==> src/rtl/pipe_pkg.sv <==
// Shared definitions for pipe_stage_reg: FSM state encoding, default widths
// and the control-bundle widths of each pipeline boundary.
package pipe_pkg;

  typedef enum logic [1:0] {
    EMPTY = 2'd0,
    BUSY  = 2'd1,
    FULL  = 2'd2
  } state_t;

  localparam int PIPE_PC_W   = 32;
  localparam int PIPE_CTRL_W = 32;
  localparam int PIPE_DATA_W = 128;

  localparam int IFID_CTRL_W  = 4;
  localparam int IDEX_CTRL_W  = 24;
  localparam int EXMEM_CTRL_W = 12;
  localparam int MEMWB_CTRL_W = 6;

endpackage

==> src/rtl/pipe_slot.sv <==
// One storage entry (valid, pc, ctrl, data). clr beats load beats drop; with none of them
// asserted the entry is frozen bit-for-bit. clr always zeroes ctrl, pc/data only if ZERO_DATA_ON_FLUSH.
module pipe_slot #(
  parameter int PC_W               = 32,
  parameter int CTRL_W             = 32,
  parameter int DATA_W             = 128,
  parameter int ZERO_DATA_ON_FLUSH = 0
) (
  input  logic              clk,
  input  logic              rst_n,
  input  logic              clr,
  input  logic              load,
  input  logic              drop,
  input  logic [PC_W-1:0]   ld_pc,
  input  logic [CTRL_W-1:0] ld_ctrl,
  input  logic [DATA_W-1:0] ld_data,
  output logic              vld,
  output logic [PC_W-1:0]   pc,
  output logic [CTRL_W-1:0] ctrl,
  output logic [DATA_W-1:0] data
);

  always_ff @(posedge clk or negedge rst_n) begin
    if (!rst_n) begin
      vld  <= 1'b0;
      pc   <= '0;
      ctrl <= '0;
      data <= '0;
    end else if (clr) begin
      vld  <= 1'b0;
      ctrl <= '0;
      if (ZERO_DATA_ON_FLUSH != 0) begin
        pc   <= '0;
        data <= '0;
      end
    end else if (load) begin
      vld  <= 1'b1;
      pc   <= ld_pc;
      ctrl <= ld_ctrl;
      data <= ld_data;
    end else if (drop) begin
      vld  <= 1'b0;
    end
  end

endmodule

==> src/rtl/pipe_stage_reg.sv <==
// Valid/ready pipeline register with 2-entry skid (1-cycle latency, registered in_ready), hold and flush.
// Optional perf counters enabled by `define PIPE_STAGE_PERF_EN.
module pipe_stage_reg
  import pipe_pkg::*;
#(
  parameter int PC_W               = PIPE_PC_W,
  parameter int CTRL_W             = PIPE_CTRL_W,
  parameter int DATA_W             = PIPE_DATA_W,
  parameter int ZERO_DATA_ON_FLUSH = 0
) (
  input  logic              clk,
  input  logic              rst_n,
  input  logic              flush,
  input  logic              hold,
  input  logic              in_valid,
  output logic              in_ready,
  input  logic [PC_W-1:0]   in_pc,
  input  logic [CTRL_W-1:0] in_ctrl,
  input  logic [DATA_W-1:0] in_data,
  output logic              out_valid,
  input  logic              out_ready,
  output logic [PC_W-1:0]   out_pc,
  output logic [CTRL_W-1:0] out_ctrl,
`ifdef PIPE_STAGE_PERF_EN
  output logic [DATA_W-1:0] out_data,
  output logic [31:0]       perf_stall_cnt,
  output logic [31:0]       perf_bubble_cnt,
  output logic [31:0]       perf_flush_cnt
`else
  output logic [DATA_W-1:0] out_data
`endif
);

  state_t state_q, state_d;
  logic   in_ready_q;
  logic   in_fire, out_fire;
  logic   main_load, main_from_skid, main_drop, skid_load, skid_drop;

  logic [PC_W-1:0]   skid_pc, main_ld_pc;
  logic [CTRL_W-1:0] skid_ctrl, main_ld_ctrl;
  logic [DATA_W-1:0] skid_data, main_ld_data;
  logic              skid_vld_unused;

  assign in_ready = in_ready_q;
  assign in_fire  = in_valid & in_ready_q;
  assign out_fire = out_valid & out_ready & ~hold;

  always_comb begin
    state_d        = state_q;
    main_load      = 1'b0;
    main_from_skid = 1'b0;
    main_drop      = 1'b0;
    skid_load      = 1'b0;
    skid_drop      = 1'b0;
    if (flush) begin
      state_d = EMPTY;
    end else begin
      case (state_q)
        EMPTY: if (in_fire) begin
          main_load = 1'b1;
          state_d   = BUSY;
        end
        BUSY: begin
          if (in_fire && out_fire) begin
            main_load = 1'b1;
          end else if (in_fire) begin
            skid_load = 1'b1;
            state_d   = FULL;
          end else if (out_fire) begin
            main_drop = 1'b1;
            state_d   = EMPTY;
          end
        end
        FULL: if (out_fire) begin
          main_load      = 1'b1;
          main_from_skid = 1'b1;
          skid_drop      = 1'b1;
          state_d        = BUSY;
        end
        default: state_d = EMPTY;
      endcase
    end
  end

  always_ff @(posedge clk or negedge rst_n) begin
    if (!rst_n) begin
      state_q    <= EMPTY;
      in_ready_q <= 1'b1;
    end else begin
      state_q    <= state_d;
      in_ready_q <= (state_d != FULL);
    end
  end

  assign main_ld_pc   = main_from_skid ? skid_pc   : in_pc;
  assign main_ld_ctrl = main_from_skid ? skid_ctrl : in_ctrl;
  assign main_ld_data = main_from_skid ? skid_data : in_data;

  pipe_slot #(
    .PC_W(PC_W), .CTRL_W(CTRL_W), .DATA_W(DATA_W), .ZERO_DATA_ON_FLUSH(ZERO_DATA_ON_FLUSH)
  ) u_main (
    .clk(clk), .rst_n(rst_n), .clr(flush), .load(main_load), .drop(main_drop),
    .ld_pc(main_ld_pc), .ld_ctrl(main_ld_ctrl), .ld_data(main_ld_data),
    .vld(out_valid), .pc(out_pc), .ctrl(out_ctrl), .data(out_data)
  );

  // Skid occupancy is already encoded by state FULL, so its valid bit is not consumed.
  pipe_slot #(
    .PC_W(PC_W), .CTRL_W(CTRL_W), .DATA_W(DATA_W), .ZERO_DATA_ON_FLUSH(ZERO_DATA_ON_FLUSH)
  ) u_skid (
    .clk(clk), .rst_n(rst_n), .clr(flush), .load(skid_load), .drop(skid_drop),
    .ld_pc(in_pc), .ld_ctrl(in_ctrl), .ld_data(in_data),
    .vld(skid_vld_unused), .pc(skid_pc), .ctrl(skid_ctrl), .data(skid_data)
  );

`ifdef PIPE_STAGE_PERF_EN
  always_ff @(posedge clk or negedge rst_n) begin
    if (!rst_n) begin
      perf_stall_cnt  <= '0;
      perf_bubble_cnt <= '0;
      perf_flush_cnt  <= '0;
    end else begin
      if (out_valid && (hold || !out_ready)) perf_stall_cnt <= perf_stall_cnt + 32'd1;
      if (!out_valid) perf_bubble_cnt <= perf_bubble_cnt + 32'd1;
      if (flush && (state_q != EMPTY)) perf_flush_cnt <= perf_flush_cnt + 32'd1;
    end
  end
`endif

endmodule

==> config.mk <==
export PLATFORM = sky130hd
export DESIGN_NAME = pipe_stage_reg
export DESIGN_NICKNAME = d
export VERILOG_FILES = /design/src/rtl/pipe_pkg.sv /design/src/rtl/pipe_slot.sv /design/src/rtl/pipe_stage_reg.sv
export SDC_FILE = /design/constraint.sdc
export NUM_CORES = 1
export LEC_CHECK = 0
export CAP_MARGIN = 0
export CORE_MARGIN = 2
export CORE_UTILIZATION = 35
export CTS_CLUSTER_SIZE = 20
export DETAILED_ROUTE_END_ITERATION = 10
export PLACE_DENSITY_LB_ADDON = 0.2
export SLEW_MARGIN = 5
export SYNTH_ARGS = -nofsm -noshare
export SYNTH_HDL_FRONTEND = slang
export SYNTH_SLANG_ARGS = --single-unit
==> constraint.sdc <==
create_clock -name clk -period 5.3 [get_ports clk]
set_input_delay 1.325 -clock clk [delete_from_list [all_inputs] [get_ports clk]]
set_output_delay 1.325 -clock clk [all_outputs]
set_load 0.01 [all_outputs]
# Word level (Yosys, flattened, before mapping)
# Index checks and enable logic that the tools add are counted.
[word_totals] register_bits=388 elab_cells=55
[classes] eq_ne=3 mux=31 bitwise_logic=5 reduce_logical=7
[ops] op="$mux W32" count=6
[ops] op="$mux W128" count=1
[ops] op="$mux W1" count=16
[ops] op="$mux W2" count=6
[ops] op="$pmux W2 S3" count=1
[ops] op="$reduce_and A2 Y1" count=2
[ops] op="$reduce_bool A2 Y1" count=2
[ops] op="$and A1 B1 Y1" count=3
[ops] op="$pmux W1 S3" count=1
[ops] op="$reduce_bool A3 Y1" count=1
[ops] op="$eq A2 B1 Y1 const B" count=1
[ops] op="$eq A2 B2 Y1 const B" count=1
[ops] op="$logic_not A2 Y1" count=1
[ops] op="$ne A2 B2 Y1 const B" count=1
[ops] op="$not A1 Y1" count=2
[ops] op="$logic_and A1 B1 Y1" count=1

# Depth between registers and ports, before layout
[logic_depth] word_depth=10 mapped_depth=7 mapped_depth_nobuf=4

# Modules after synthesis
# From an unflattened synthesis, not the netlist that was laid out.
[unflattened] cells_unflattened=1130 hier_area_um2=18677.9
[by_module_without_submodules] mod="pipe_slot" instances=2 cells_per_inst=447 area_per_inst_um2=7721.2 seq_area_each_um2=4829.6
[by_module_without_submodules] mod="pipe_stage_reg" instances=1 cells_per_inst=236 area_per_inst_um2=3235.6 seq_area_each_um2=76.3

# Worst setup path before layout
# OpenSTA, ideal clock, no wires.
[synth_timing] path_kind="input-to-reg" start="input port out_ready" end="register u_main.data[114]" setup_time_ps=125 arrival_time_ps=2618 t_required_ps=5175 path_slack_ps=2557 stages=6 path_cell_list="and3b_1 nand3_1 buf_4 buf_2 mux2_2 mux2_4"
[synth_via] elab_chain_cells=7 elab_cells_between_ends=11 cone_classes="mux: 7; bitwise: 2; reduce/logical: 2"
[synth_rtl] item="start, declared" line="pipe_stage_reg.sv:21" text="input logic out_ready,"
[synth_rtl] item="$and A1 B1 Y1 * (2 in a row)" line="pipe_stage_reg.sv:46" text="assign out_fire = out_valid & out_ready & ~hold;"
[synth_rtl] item="$logic_and A1 B1 Y1" line="pipe_stage_reg.sv:64" text="if (in_fire && out_fire) begin"
[synth_rtl] item="$mux W1" line="pipe_stage_reg.sv:64"
[synth_rtl] item="$pmux W1 S3" line="pipe_stage_reg.sv:58" text="case (state_q)"
[synth_rtl] item="$mux W1" line="pipe_stage_reg.sv:55" text="if (flush) begin"
[synth_rtl] item="$reduce_and A2 Y1 (no line)"
[synth_rtl] item="end signal, assigned" line="pipe_slot.sv:40" text="data <= ld_data;"
[synth_rtl] item="end, declared" line="pipe_slot.sv:20" text="output logic [DATA_W-1:0] data"
# Mark *: on every way between the ends. The rest lies on a longest branch, timed or not.
# A chain may end at the register's enable or synchronous reset.

# Worst setup path after layout
[layout_timing] start="input port in_valid" end="register u_main.data[115]"
[layout_via] elab_chain_cells=6 elab_cells_between_ends=7 cone_classes="mux: 4; bitwise: 1; reduce/logical: 2"
[layout_rtl] item="start, declared" line="pipe_stage_reg.sv:15" text="input logic in_valid,"
[layout_rtl] item="$and A1 B1 Y1 *" line="pipe_stage_reg.sv:45" text="assign in_fire = in_valid & in_ready_q;"
[layout_rtl] item="$logic_and A1 B1 Y1" line="pipe_stage_reg.sv:64"
[layout_rtl] item="$mux W1" line="pipe_stage_reg.sv:64"
[layout_rtl] item="$pmux W1 S3 *" line="pipe_stage_reg.sv:58"
[layout_rtl] item="$mux W1 *" line="pipe_stage_reg.sv:55"
[layout_rtl] item="$reduce_and A2 Y1 (no line) *"
# Marks and branches as above.

==> results.json <==
{
  "syn_area_per_cell_um2": 16.0,
  "rsz0062_at_grt": "no",
  "globalRoute.busiestLayer": "met2",
  "grt_use_met1": 0.219,
  "r2r-start": "in_ready",
  "yosys_warnings": 0,
  "fin_area_um2": 23100,
  "placed_cell_area_um2": 21600,
  "area_growth_pct": 36.1,
  "drc": 0,
  "grt_pass1_vias": 11202,
  "cts_tree": "done",
  "clock_path_buffers": 3,
  "hold_buffers": 0,
  "switching_share": 0.269,
  "cts.sinks": 388,
  "setup_viol": 0,
  "switchingPower_mw": 2.94,
  "hold_viol": 0,
  "use_met2": 0.273,
  "yosysSeqAreaShare": 0.572,
  "end_kind": "flop",
  "r2r-end": "u_main.data[115]",
  "gp_congestion": 0.738,
  "grt_max_degree": 110,
  "vias": 10247,
  "drive_above_1_share": 0.396,
  "min_to": "u_skid.pc[31]",
  "rows": 80,
  "path_class": "in2reg",
  "via_per_inst": 4.85,
  "num_io_pins": 392,
  "finalWirelength_um": 42900,
  "r2r_slack_ns": 2.49,
  "grt_remaining_overflow": 0,
  "post_drt_wl_per_cell_um": 20.3,
  "track_usage": 0.169,
  "setup_tns_ns": 0,
  "hold_class": "reg2reg",
  "root_buffer": "clkbuf_16",
  "cts_made_buffers": 45,
  "die_area_um2": 50300,
  "hp-start": "u_skid.pc[31]",
  "cp-start-kind": "input pin",
  "htreeDepth": 2,
  "grt_pass1_wl_um": 66600,
  "initial_core_util": 0.355,
  "holdPathStages": 1,
  "crit_path_start": "in_valid",
  "outcome": "completed",
  "p_int_mw": 7.99,
  "grt_antenna_before_repair": 6,
  "crit_arrival_ns": 3.96,
  "synth_seq_cells": 388,
  "cp.required_ns": 5.75,
  "port_buffers": 391,
  "fin_skew_ns": 0.0170,
  "die_w_um": 224,
  "pwr-share-comb": 0.291,
  "met3_usage": 0.0415,
  "fmax_mhz": 285,
  "hpwl_um": 28600,
  "synth_area_um2": 17000,
  "clk_pin_slew_ns": 0.06,
  "slew_violations": 0,
  "synth_cells": 1060,
  "worst_slew_pin_slew_ns": 0.900,
  "ctsResizeCount": 0,
  "ys_types": 32,
  "layout_min_cycle_time_ns": 3.51,
  "ant_nets": 0,
  "max-cap-violations": 0,
  "period_share": 0.662,
  "maxSlewHeadroom": 0.400,
  "dr.pass1.iters": 4,
  "die_y_um": 224,
  "leakagePower_nw": 9.73,
  "finalNonFillerCells": 2113,
  "power.density_nw_per_um2": 473,
  "clockPowerShare": 0.280,
  "p_seq_frac": 0.429,
  "syn-num-nets": 1258,
  "dp_cells": 2027,
  "drtIter0Drc": 388,
  "whs_ns": 0.480,
  "clkLatencyLatePin_ns": 0.57,
  "fill_cells": 4189,
  "reg2regPathDepth": 5,
  "ir_drop_mv": 0.247,
  "coreArea_um2": 47800,
  "cts_setup_buffers": 0,
  "nets": 1657,
  "cp_max_fo": 37
}
-- cell usage after synthesis --
cell type / count / share of area
a211oi_1: 1 / 0.00044
a21oi_1: 2 / 0.00059
a221oi_1: 1 / 0.00052
a22o_1: 32 / 0.016
a31o_1: 1 / 0.00052
a31oi_1: 1 / 0.00037
and2_1: 1 / 0.00037
and3_1: 2 / 0.00074
and3b_1: 1 / 0.00052
buf_2: 34 / 0.010
buf_4: 17 / 0.0075
buf_6: 11 / 0.0073
clkbuf_1: 8 / 0.0018
dfrtp_1: 387 / 0.57
dfstp_2: 1 / 0.0015
inv_1: 1 / 0.00022
mux2_1: 2 / 0.0013
mux2_2: 378 / 0.25
mux2_4: 100 / 0.088
mux2i_1: 32 / 0.019
nand2_1: 2 / 0.00044
nand2b_1: 1 / 0.00037
nand3_1: 1 / 0.00029
nand3b_1: 1 / 0.00044
nor2_1: 3 / 0.00066
nor2b_4: 1 / 0.00081
nor3_1: 1 / 0.00029
o211a_1: 1 / 0.00059
o21ai_0: 2 / 0.00059
o2bb2ai_1: 32 / 0.016
or3_1: 1 / 0.00037
xnor2_1: 1 / 0.00052
-- power by group through the flow --
stage	Clock, mW	Combinational [mW]	Sequential, mW
finish	3.06	3.18	4.69
detailed placement	0	3.22	4.74
global route	3.28	3.39	4.85
CTS	3.16	3.23	4.71
global placement	0	3.17	4.69
floorplan	0	1.43	4.83
-- how the worst max path moves through the flow --
| stage | to | slack [ns] |
|---|---|---|
| CTS | u_main.data[99] | 1.80 |
| global placement | u_main.data[100] | 1.24 |
| finish | u_main.data[115] | 1.79 |
| floorplan | u_main.data[114] | 2.56 |
| global route | u_main.data[110] | 1.68 |
| detailed placement | u_main.data[117] | 1.18 |
-- layer usage --
| metal | part of all wire | wire [um] | vias to the layer above |
|---|---|---|---|
| met4 | 0.028 | 1180 | 4 |
| met2 | 0.49 | 20800 | 248 |
| met3 | 0.055 | 2360 | 71 |
| met1 | 0.43 | 18500 | 5251 |
| li1 | - | - | 4673 |
| met5 | 0.00075 | 32 | - |
-- cells in the final DEF, fill, tap and decap left out, types with 2 or more instances in the layout --
master and count:
nand2_1 2, o2bb2ai_1 32, a22o_1 32, dfrtp_1 387, clkdlybuf4s50_1 390, buf_4 20, o21ai_0 2, mux2i_1 32
diode_2 5, mux2_4 100, clkbuf_8 11, nor2_1 3, clkbuf_1 9, mux2_1 2, buf_12 11, clkbuf_16 47
mux2_2 378, clkinv_2 11
-- critical path: stages --
cell	delay [ns]
clkdlybuf4s50_1	0.46
nand2_1	0.11
nor2_1	0.50
a31o_4	0.80
buf_4	0.41
mux2_4	0.33
-- sequential cells by signal, indices dropped and copies added (netlist names) --
| signal | flops |
|---|---|
| u_main.data | 128 |
| u_skid.data | 128 |
| u_main.ctrl | 32 |
| u_main.pc | 32 |
| u_skid.ctrl | 32 |
| u_skid.pc | 32 |
| state_q | 2 |
| in_ready | 1 |
| u_main.vld | 1 |
-- area by class of cell --
class / count / area [um2] / share of cell area
Clock inverter: 14 / 101 / 0.00438
Sequential cell: 388 / 9710 / 0.420
Timing Repair Buffer: 422 / 4290 / 0.185
Tap cell: 615 / 769 / 0.0333
Antenna cell: 5 / 12.5 / 0.000541
Inverter: 1 / 3.75 / 0.000162
Multi-Input combinational cell: 601 / 6880 / 0.297
Clock buffer: 67 / 1360 / 0.0589
-- metrics by stage --
stage | setup WS, ns | total power, mW | utilization
2_1_floorplan | 2.56 | 6.26 | -
3_3_place_gp | 1.24 | 7.86 | 0.452
3_5_place_dp | 1.18 | 7.96 | 0.452
4_1_cts | 1.80 | 11.1 | 0.483
5_1_grt | 1.68 | 11.5 | 0.483
6_report | 1.79 | 10.9 | 0.483
-- kinds of logic after synthesis --
family,Yosys count,share of synthesized area
xor+xnor,1,0.000516
simple gates,15,0.00530
mux,512,0.359
buf+inv,71,0.0268
compound gates,73,0.0366
flops,388,0.572
No activity file was read; power rests on OpenSTA's default activity.
